## config.mk

```make
export PLATFORM = sky130hd
export DESIGN_NAME = pcm_bank_router
export DESIGN_NICKNAME = d
export VERILOG_FILES = /design/src/rtl/pcm_route_pkg.sv /design/src/rtl/pcm_bank_decode.sv /design/src/rtl/pcm_bank_router.sv
export SDC_FILE = /design/constraint.sdc
export NUM_CORES = 1
export LEC_CHECK = 0
export ABC_AREA = 1
export CORE_MARGIN = 5
export CORE_UTILIZATION = 50
export CTS_CLUSTER_SIZE = 24
export DETAILED_ROUTE_END_ITERATION = 7
export PLACE_DENSITY = 0.79
export SYNTH_ARGS = -nofsm -noshare
export SYNTH_HDL_FRONTEND = slang
export SYNTH_SLANG_ARGS = --single-unit
```

## constraint.sdc

```tcl
create_clock -name CLK96 -period 3.1 [get_ports CLK96]
set_input_delay 0.62 -clock CLK96 [delete_from_list [all_inputs] [get_ports CLK96]]
set_output_delay 0.62 -clock CLK96 [all_outputs]
set_load 0.02 [all_outputs]
```

## src/rtl/pcm_route_pkg.sv

```systemverilog
`default_nettype none
// ============================================================================
// pcm_route_pkg
// Shared types, width helpers and constants for the PCM sample-ROM routers.
// Revision: 1.0
// ============================================================================
package pcm_route_pkg;

  typedef enum logic [1:0] {
    IDLE = 2'd0,
    WAIT = 2'd1,
    RESP = 2'd2
  } state_t;

  // Bank-select width; a single-bank build still carries one select bit.
  function automatic int sel_width(input int nbanks);
    return (nbanks > 1) ? $clog2(nbanks) : 1;
  endfunction

  function automatic int cnt_width(input int timeout_cyc);
    return (timeout_cyc > 0) ? $clog2(timeout_cyc + 1) : 1;
  endfunction

  localparam int SELW     = sel_width(3);
  localparam int CNTW     = cnt_width(1024);
  localparam int OOR_DATA = 0;

endpackage
`default_nettype wire

```

## src/rtl/pcm_bank_decode.sv

```systemverilog
`default_nettype none
// ============================================================================
// pcm_bank_decode
// Combinational flat-address split into {bank, offset, in_range}.
// Revision: 1.0
// ============================================================================
module pcm_bank_decode
  import pcm_route_pkg::*;
#(
  parameter int NBANKS  = 3,
  parameter int BANK_AW = 22,
  parameter int AW      = 24
) (
  input  logic [AW-1:0]                  addr,
  output logic [sel_width(NBANKS)-1:0]   bank,
  output logic [BANK_AW-1:0]             offset,
  output logic                           in_range
);

  localparam int c_hiw  = AW - BANK_AW;
  localparam int c_selw = sel_width(NBANKS);

  assign offset = addr[BANK_AW-1:0];

  generate
    if (c_hiw > 0) begin : g_multi
      // One spare bit so NBANKS itself is representable in the compare.
      localparam logic [c_hiw:0] c_nbanks = (c_hiw + 1)'(NBANKS);
      logic [c_hiw-1:0] w_hi;

      assign w_hi     = addr[AW-1:BANK_AW];
      assign in_range = ({1'b0, w_hi} < c_nbanks);
      assign bank     = w_hi[c_selw-1:0];
    end else begin : g_single
      assign in_range = 1'b1;
      assign bank     = '0;
    end
  endgenerate

endmodule
`default_nettype wire

```

## src/rtl/pcm_bank_router.sv

```systemverilog
`default_nettype none
// ============================================================================
// pcm_bank_router
// Registered handshake router from a flat PCM sample-ROM port to N SDRAM banks.
// Optional one-entry hit cache enabled by defining PCMROUTE_CACHE_EN.
// Revision: 1.0
// ============================================================================
module pcm_bank_router
  import pcm_route_pkg::*;
#(
  parameter int NBANKS      = 3,
  parameter int BANK_AW     = 22,
  parameter int AW          = 24,
  parameter int DW          = 8,
  parameter int TIMEOUT_CYC = 1024
) (
  input  logic                      CLK96,
  input  logic                      RESET96,
  input  logic                      REQ,
  input  logic [AW-1:0]             ADDR,
  output logic [DW-1:0]             DOUT,
  output logic                      VALID,
  output logic                      BUSY,
  output logic                      TIMEOUT_ERR,
  output logic [NBANKS-1:0]         BANK_CS,
  output logic [NBANKS*BANK_AW-1:0] BANK_ADDR,
  input  logic [NBANKS-1:0]         BANK_OK,
  input  logic [NBANKS*DW-1:0]      BANK_DOUT
);

  localparam int                c_selw    = sel_width(NBANKS);
  localparam int                c_cntw    = cnt_width(TIMEOUT_CYC);
  localparam logic [c_cntw-1:0] c_cnt_max = c_cntw'(TIMEOUT_CYC);

  state_t                    r_state;
  state_t                    w_state_nxt;
  logic [c_selw-1:0]         r_bank;
  logic [NBANKS-1:0]         r_cs;
  logic [NBANKS*BANK_AW-1:0] r_bank_addr;
  logic [c_cntw-1:0]         r_cnt;
  logic [DW-1:0]             r_dout;
  logic                      r_terr;

  logic [c_selw-1:0]         w_bank;
  logic [BANK_AW-1:0]        w_offset;
  logic                      w_in_range;
  logic                      w_ok_sel;
  logic [DW-1:0]             w_bank_data;
  logic                      w_hit;
  logic [DW-1:0]             w_hit_data;
  logic                      w_start;
  logic                      w_oor;
  logic                      w_hit_go;
  logic                      w_abort;
  logic                      w_capture;
  logic                      w_timeout;

  pcm_bank_decode #(
    .NBANKS  (NBANKS),
    .BANK_AW (BANK_AW),
    .AW      (AW)
  ) u_decode (
    .addr     (ADDR),
    .bank     (w_bank),
    .offset   (w_offset),
    .in_range (w_in_range)
  );

  assign w_ok_sel    = BANK_OK[r_bank];
  assign w_bank_data = BANK_DOUT[r_bank*DW +: DW];

`ifdef PCMROUTE_CACHE_EN
  logic          r_cache_vld;
  logic [AW-1:0] r_cache_tag;
  logic [DW-1:0] r_cache_data;
  logic [AW-1:0] r_addr;

  assign w_hit      = r_cache_vld && (ADDR == r_cache_tag);
  assign w_hit_data = r_cache_data;

  // Only genuine bank data is cached; a timeout poisons the entry.
  always_ff @(posedge CLK96) begin
    if (RESET96) begin
      r_cache_vld  <= 1'b0;
      r_cache_tag  <= '0;
      r_cache_data <= '0;
      r_addr       <= '0;
    end else begin
      if (w_start) r_addr <= ADDR;
      if (w_capture) begin
        r_cache_vld  <= 1'b1;
        r_cache_tag  <= r_addr;
        r_cache_data <= w_bank_data;
      end
      if (w_timeout) r_cache_vld <= 1'b0;
    end
  end
`else
  assign w_hit      = 1'b0;
  assign w_hit_data = '0;
`endif

  always_ff @(posedge CLK96) begin
    if (RESET96) r_state <= IDLE;
    else         r_state <= w_state_nxt;
  end

  always_comb begin
    w_state_nxt = r_state;
    w_start     = 1'b0;
    w_oor       = 1'b0;
    w_hit_go    = 1'b0;
    w_abort     = 1'b0;
    w_capture   = 1'b0;
    w_timeout   = 1'b0;
    case (r_state)
      IDLE: begin
        if (REQ) begin
          if (w_hit) begin
            w_hit_go    = 1'b1;
            w_state_nxt = RESP;
          end else if (w_in_range) begin
            w_start     = 1'b1;
            w_state_nxt = WAIT;
          end else begin
            w_oor       = 1'b1;
            w_state_nxt = RESP;
          end
        end
      end
      WAIT: begin
        // r_cnt == 0 marks the first WAIT cycle, where OK may be stale.
        if (!REQ) begin
          w_abort     = 1'b1;
          w_state_nxt = IDLE;
        end else if ((r_cnt != '0) && w_ok_sel) begin
          w_capture   = 1'b1;
          w_state_nxt = RESP;
        end else if (r_cnt == c_cnt_max) begin
          w_timeout   = 1'b1;
          w_state_nxt = RESP;
        end
      end
      RESP:    w_state_nxt = IDLE;
      default: w_state_nxt = IDLE;
    endcase
  end

  always_ff @(posedge CLK96) begin
    if (RESET96) begin
      r_bank      <= '0;
      r_cs        <= '0;
      r_bank_addr <= '0;
      r_cnt       <= '0;
      r_dout      <= '0;
      r_terr      <= 1'b0;
    end else begin
      if (w_start) begin
        r_bank                              <= w_bank;
        r_cnt                               <= '0;
        r_bank_addr[w_bank*BANK_AW +: BANK_AW] <= w_offset;
        for (int i = 0; i < NBANKS; i++) begin
          r_cs[i] <= (w_bank == c_selw'(i));
        end
      end else if ((r_state == WAIT) && (r_cnt != c_cnt_max)) begin
        r_cnt <= r_cnt + c_cntw'(1);
      end
      if (w_abort || w_capture || w_timeout) r_cs <= '0;
      if (w_capture) r_dout <= w_bank_data;
      if (w_timeout) begin
        r_dout <= '0;
        r_terr <= 1'b1;
      end
      if (w_oor)    r_dout <= DW'(OOR_DATA);
      if (w_hit_go) r_dout <= w_hit_data;
    end
  end

  assign DOUT        = r_dout;
  assign VALID       = (r_state == RESP);
  assign BUSY        = (r_state != IDLE);
  assign TIMEOUT_ERR = r_terr;
  assign BANK_CS     = r_cs;
  assign BANK_ADDR   = r_bank_addr;

endmodule
`default_nettype wire

```

Yosys cells after proc, flatten, opt, wreduce, memory -nomap -nowiden --
Cells that the tools add are included.
Cells by class: add/subtract/negate cells 2, multiply operators 1, magnitude comparators 2, eq/ne operators 8, shifts and indexed selects 3, muxes and demuxes 24, reduce and logical (&&, ||, !) cells 12
Operator list (count):
- $bwmux 66 | 1
- $shift 22x34->66 const A | 1
- $shiftx 22x34->66 | 1
- $neg 7->34 | 1
- $shiftx 24x6->8 | 1
- $mux 1 | 16
- $add 11x1->11 const B | 1
- $eq 11x11->1 const B | 1
- $ne 11x11->1 const B | 1
- $reduce_bool 11->1 | 1
- $mux 2 | 5
- $mul 2x4->6 const B | 1
- $eq 2x1->1 const B | 2
- $eq 2x2->1 const B | 2
- $logic_not 2->1 | 2
- $ne 4x4->1 const B | 1
- $pmux 2 s2 | 1
- $reduce_or 2->1 | 2
- $lt 2x3->1 const B | 1
- $reduce_or 3->1 | 1
- $bmux 1 s2 | 1
- $logic_and 1x1->1 | 2
- $logic_or 1x1->1 | 2
- $lt 2x2->1 const B | 1
- 3 further kinds | 3
Storage, ports and cells: flip-flop bits (word level) 93, bits of input ports 54, output and inout port bits 80, logic and storage cells 59

Longest topological paths before layout --
Gate-level depths: netlist (run 1).
depth after elaboration 9, mapped depth 17, gate-level depth less buffers 13

Modules after synthesis --
From an unflattened synthesis (run 1), not the netlist that was laid out.
Unflattened totals: cells, all modules 966, area total of the unflattened synthesis 6015.8 µm²
Modules (own cells, without submodules):
- pcm_bank_router | times used 1, cells each 941, area an instance 5831.8 µm², sequential area each 1861.8 µm²
- pcm_bank_decode | times used 1, cells each 25, area an instance 183.9 µm², sequential area each 0.0 µm²

Worst setup path after synthesis (run 1) --
OpenSTA, ideal clock, no wires.
kind in2reg, start input port ADDR[22], end register r_bank_addr[0], in the netlist BANK_ADDR[0], library setup time 132 ps, arrival 2361 ps, data required time 2968 ps, slack 607 ps, stages on the path 15, path buffers 5, path through buf_6 -> inv_4 -> buf_2 -> ha_1 -> buf_6 -> nand2_2 -> inv_2 -> nor2_4 -> buf_6 -> buf_2 -> nand2_1 -> nand3_1 -> nand3_1 -> nand2_1 -> a21oi_1
Between the ends: cells in the longest elaborated chain, start to end 4, elaborated cells on any way between the ends 9
RTL lines:
- start, declared | line pcm_bank_router.sv:20 | input logic [AW-1:0] ADDR,
- $mul 2x4->6 or $lt 2x2->1 (tied branches) | line pcm_bank_router.sv:161, pcm_bank_decode.sv:32
- $neg 7->34 or $mux 1 (tied branches) | line pcm_bank_router.sv:161, pcm_bank_router.sv:122
- $shiftx 22x34->66, or another cell as far along | line pcm_bank_router.sv:161 | r_bank_addr[w_bank*BANK_AW +: BANK_AW] <= w_offset;
- $bwmux 66 or $mux 1 (tied branches) | line pcm_bank_router.sv:161, pcm_bank_router.sv:116
- end signal, assigned by index | line pcm_bank_router.sv:161
- end, declared | line pcm_bank_router.sv:39 | logic [NBANKS*BANK_AW-1:0] r_bank_addr;
Parallel ways exist; a longest one is shown, timed or not. A chain may end at the register's enable or synchronous reset.

Worst setup path in the final report (run 1) --
start input port ADDR[23], end register r_bank_addr[7], in the netlist BANK_ADDR[7]
Same word-level chain as after synthesis.

==> flow_metrics.py, run 1 <==
metrics = {
    "run_status": {
        "status": "finished clean",
    },
    "placed_design": {
        "placed_cells": 1242,
        "hpwl_mm": 15.0,
        "io_buffers": 133,
        "pre_cts_slack_ns": 0.0278,
        "place.gp.congestion": 0.996,
    },
    "detailed_routing": {
        "vias": 7039,
        "vias_per_cell": 5.60,
        "finalWirelength_mm": 20.0,
        "initialDrtViolationCount": 801,
        "drtPass1Iterations": 5,
        "ant_nets": 0,
        "drc_errors": 0,
        "wl_per_cell_um": 15.9,
    },
    "logic_synthesis": {
        "yosys.area.top_type": "dfxtp_1",
        "ys_ff_latch": 93,
        "synth_cell_type_count": 36,
        "netlist_area_um2": 6140,
        "yosys.area.top_type_share_pct": 30.3,
        "netlist_top_cells_area": "dfxtp_1, nand2_1, nand3_1",
        "syn_nets": 1060,
        "syn-mean-instance-area_um2": 6.16,
        "netlist_instances": 997,
        "synth-seq-area-share_pct": 30.3,
        "ys_warn_count": 0,
    },
    "floorplan": {
        "die_area_um2": 14600,
        "core-area_um2": 12000,
        "die_w_um": 121,
        "start_util_pct": 51.1,
        "die_h_um": 121,
        "num_rows": 40,
        "io_pins": 134,
    },
    "clock_network": {
        "cts.sink_count": 93,
        "htree_levels": 3,
        "ctsHoldBuffers": 0,
        "root_buffer": "clkbuf_16",
        "ctsResizeCount": 0,
        "cts_setup_buffers": 0,
        "cts_tree": "done",
        "clkLatencyLatePin_ns": 0.35,
        "cts-buffers-inserted": 9,
        "clk_path_buf_depth": 2,
        "cts.clk_slew.worst_paths_ns": 0.07,
    },
    "critical_path": {
        "endpoint": "BANK_ADDR[7]",
        "rr_startpoint": "r_bank[0]",
        "cp-startpoint": "ADDR[23]",
        "startpoint_type": "primary input",
        "reg2reg_depth": 6,
        "r2r_slack_ns": 0.87,
        "timing.rr.end": "BANK_CS[0]",
        "crit_required_ns": 3.38,
        "path_max_fanout": 5,
        "worstPathArrival_ns": 3.05,
        "crit_type": "in2reg",
        "crit_path_end_kind": "register",
    },
    "sta": {
        "hold_viol": 0,
        "finalMaxSlewViolations": 0,
        "worst_pin_slew_ns": 0.732,
        "setup_ws_ns": 0.333,
        "setup_viol": 0,
        "skew_ns": 0.00605,
        "slew_headroom_pct": 51.1,
        "max_freq_ghz": 0.361,
        "fin_crit_sh_pct": 89.3,
        "finalSetupTns_ns": 0,
        "whs_ns": 0.457,
        "fin_crit_ns": 2.77,
        "rsz0062_at_grt": "false",
    },
    "power": {
        "design_power_total_mw": 3.45,
        "ir_drop_uv": 249,
        "p_per_area_nw_per_um2": 436,
        "leakagePower_nw": 3.14,
    },
    "finish": {
        "nFillCells": 1089,
        "mostFrequentLayoutCell": "nand2_1",
        "final_cell_mix": "nand2_1, nand3_1, clkdlybuf4s50_1, a21oi_1, dfxtp_1",
        "layout.nets": 1169,
        "layout-drive-gt1-share_pct": 7.29,
        "diodes": 0,
        "area_delta_synth_final_pct": 28.9,
        "instances_no_fill": 1258,
    },
    "global_route": {
        "grt_first_pass_wirelength_mm": 32.0,
        "grt_overflow": 0,
        "grt_pass1_vias": 6247,
        "grt_max_degree": 50,
        "grt_util_all_layers_pct": 27.2,
        "antenna_found_initial": 0,
    },
    "run": {
        "drv_cap": 0,
    },
    "worst_hold_path": {
        "hold_path_class": "reg2reg",
    },
}
## synth_stat cells
cell type / n
nand3_2: 3
nor3_1: 16
inv_1: 34
nand3_1: 145
xor2_4: 1
buf_2: 22
a21oi_2: 2
o21ai_0: 42
o21ai_1: 18
nor2_1: 51
or2_1: 1
buf_6: 9
clkbuf_1: 25
o21bai_1: 3
buf_4: 9
o2111ai_1: 2
nand4_1: 14
dfxtp_1: 93
nor2_4: 5
inv_2: 6
nor2_8: 1
nand2_2: 2
o311ai_1: 1
a21oi_1: 104
a31oi_1: 5
xor2_1: 4
inv_4: 1
ha_1: 9
nand2_4: 1
or2_2: 7
o21ai_2: 1
nor2_2: 3
xnor2_1: 4
clkinv_1: 3
a211oi_1: 1
nand2_1: 349
## state kept, by name, summed over array words and instances, names as in the netlist
register,count
DOUT,8
r_state,2
r_cnt,11
r_bank,2
BANK_ADDR,66
BANK_CS,3
TIMEOUT_ERR,1
## per-stage QoR
step	area [um2]	util, %
5_1_grt	7920	65.9
4_1_cts	7920	65.9
3_5_place_dp	7570	63.0
6_report	7920	65.9
3_3_place_gp	7570	63.0
2_1_floorplan	6140	-
## metal layers
metal / global-route usage (%) / routed length (um) / up-vias
li1: - / - / 3518
met1: 39.1 / 8860 / 3146
met2: 40.6 / 8810 / 339
met3: 5.61 / 1830 / 36
met4: 9.07 / 527 / 0
met5: 0 / 0 / -
## report_power, final
part / leakage, nW / internal, mW / total [mW] / switching [mW]
combinational: 2.22 / 0.326 / 0.918 / 0.592
sequential: 0.752 / 1.22 / 1.25 / 0.0238
clock: 0.169 / 0.798 / 1.28 / 0.486
## cell type report
| type | count | area, um2 | share of cell area, % |
|---|---|---|---|
| Clock buffer | 10 | 229 | 2.89 |
| Clock inverter | 6 | 119 | 1.50 |
| Inverter | 44 | 168 | 2.12 |
| Multi-Input combinational cell | 795 | 3750 | 47.3 |
| Sequential cell | 93 | 1860 | 23.5 |
| Tap cell | 147 | 184 | 2.32 |
| Timing Repair Buffer | 163 | 1610 | 20.3 |
## worst min-delay path by stage
stage                              to        start  cells after the start
after floorplan             r_cnt[10]    r_cnt[10]                      2
after global placement    TIMEOUT_ERR  TIMEOUT_ERR                      2
after detailed placement      DOUT[3]      DOUT[3]                      2
after CTS                     DOUT[3]      DOUT[3]                      2
after global routing          DOUT[3]      DOUT[3]                      2
final                     TIMEOUT_ERR  TIMEOUT_ERR                      2
## logic make-up (layout without fill, tap and decap cells)
group                    Yosys count  count (layout)  share of synthesized area [%]
AND/OR/NAND/NOR                  598             598                           42.2
AO/OA/AOI/OAI                    179             179                           15.2
buffers and inverters            109             223                           8.80
flip-flops                        93              93                           30.3
adder cells (fa/ha/maj)            9               9                           1.83
XOR/XNOR                           9               9                           1.59
## critical path, stage by stage
cell and delay, ns:
clkdlybuf4s50_1 0.53, inv_1 0.12, ha_1 0.39, buf_4 0.19, nor3_1 0.38, nand2_1 0.18
nor2_1 0.32, o21ai_0 0.16, a21oi_1 0.15
No activity file was read; power rests on OpenSTA's default activity.
==> run 2, diff against run 1 <==
Settings changed: CAP_MARGIN from default to 5, CORE_MARGIN 5 to 1.5, RECOVER_POWER from default to 100.
==> flow_metrics.py, run 2 (same netlist as run 1, synthesis figures left out) <==
metrics = {
    "power": {
        "ir_drop_uv": 232,
        "leakagePower_nw": 3.39,
        "p_per_area_nw_per_um2": 427,
    },
    "clock_network": {
        "htree_levels": 3,
        "cts.clk_slew.worst_paths_ns": 0.07,
        "clk_path_buf_depth": 2,
        "cts_tree": "done",
        "cts.sink_count": 93,
        "cts-buffers-inserted": 9,
        "ctsResizeCount": 0,
        "clkLatencyLatePin_ns": 0.34,
        "cts_setup_buffers": 0,
        "ctsHoldBuffers": 0,
        "root_buffer": "clkbuf_16",
    },
    "detailed_routing": {
        "finalWirelength_mm": 19.5,
        "drc_errors": 0,
        "vias": 7072,
        "ant_nets": 0,
        "vias_per_cell": 5.62,
        "drtPass1Iterations": 5,
        "initialDrtViolationCount": 723,
        "wl_per_cell_um": 15.5,
    },
    "critical_path": {
        "crit_path_end_kind": "register",
        "crit_required_ns": 3.31,
        "path_max_fanout": 12,
        "startpoint_type": "primary input",
        "crit_type": "in2reg",
        "worstPathArrival_ns": 3.07,
    },
    "sta": {
        "fin_crit_sh_pct": 92.3,
        "hold_viol": 0,
        "slew_headroom_pct": 52.8,
        "worst_pin_slew_ns": 0.707,
        "fin_crit_ns": 2.86,
        "setup_viol": 0,
        "finalSetupTns_ns": 0,
        "finalMaxSlewViolations": 0,
        "setup_ws_ns": 0.240,
        "skew_ns": 0.00428,
        "max_freq_ghz": 0.350,
        "rsz0062_at_grt": "false",
    },
    "worst_hold_path": {
        "hold_path_class": "reg2reg",
    },
    "finish": {
        "area_delta_synth_final_pct": 28.1,
        "largest_reg_flops": 66,
        "final_cell_mix": "nand2_1, nand3_1, a21oi_1, dfxtp_1, dlygate4sd3_1",
        "layout.nets": 1170,
        "diodes": 0,
        "nFillCells": 1143,
        "mostFrequentLayoutCell": "nand2_1",
        "layout-drive-gt1-share_pct": 6.92,
    },
    "placed_design": {
        "io_buffers": 133,
        "hpwl_mm": 14.6,
        "place.gp.congestion": 0.940,
        "pre_cts_slack_ns": 0.139,
    },
    "global_route": {
        "grt_util_all_layers_pct": 30.4,
        "grt_first_pass_wirelength_mm": 31.7,
        "grt_overflow": 0,
        "antenna_found_initial": 0,
        "grt_pass1_vias": 6300,
        "grt_max_degree": 50,
    },
    "floorplan": {
        "num_rows": 40,
        "core-area_um2": 12000,
        "start_util_pct": 51.1,
        "die_area_um2": 13000,
        "die_w_um": 114,
        "io_pins": 134,
        "die_h_um": 114,
    },
    "run": {
        "drv_cap": 0,
    },
    "run_status": {
        "status": "finished clean",
    },
}
==> run 2: changes by cell type in the layout (fill, tap and decap cells not counted), sizes merged <==
cell / change
buf: -3
clkinvlp: +2
bufinv: -1
clkdlybuf4s50: -81
dlygate4sd3: +81
clkbuf: +4
clkinv: -1
==> run 2: worst paths after layout <==
path	slack [ns]	cells after the start	start	endpoint
setup / recovery	0.24	14	ADDR[23]	BANK_ADDR[57]
hold / removal	0.46	2	DOUT[3]	DOUT[3]
setup reg to reg	0.54	6	r_bank[0]	BANK_CS[2]
hold reg to reg	0.46	2	DOUT[3]	DOUT[3]
==> run 2: metrics by stage <==
stage,hold WS [ns],util (%),power (mW),cell area [um2],cells
2_1_floorplan,0.459,-,1.86,6140,997
3_3_place_gp,0.438,63.0,2.16,7560,1243
3_5_place_dp,0.452,63.0,2.16,7560,1243
4_1_cts,0.463,65.7,3.37,7900,1259
5_1_grt,0.477,65.5,3.53,7870,1259
6_report,0.455,65.5,3.36,7870,1259
==> run 2: worst max-delay path: stages <==
cell and delay [ns]:
dlygate4sd3_1 0.61, inv_1 0.12, ha_1 0.37, nand2_2 0.14, inv_2 0.08, nor2_4 0.16
clkbuf_2 0.29, nand2_1 0.08, o21ai_1 0.17, nand2_1 0.11, nand2_1 0.08, nand2_1 0.08
nand3_1 0.09, a21oi_1 0.06
==> run 2: layout make-up <==
type	instances	area, um2	area share, %
clock inverters	6	92.6	1.18
well taps	147	184	2.34
clock buffers	10	239	3.04
repair buffers	164	1590	20.3
flip-flops and latches	93	1860	23.7
multi-input cells	795	3730	47.4
inverters	44	168	2.13
==> run 2: metal layers <==
metal | track usage (%) | wire [um]
met3 | 6.70 | 1720
met2 | 47.1 | 8580
met5 | 0 | 0
met1 | 42.4 | 8770
met4 | 9.42 | 440
==> run 2: power breakdown <==
group	leakage (nW)	internal (mW)	total (mW)	switching, mW
Combinational	2.48	0.309	0.898	0.589
Sequential	0.752	1.22	1.25	0.0244
Clock	0.156	0.734	1.21	0.480
Total	3.39	2.27	3.36	1.09
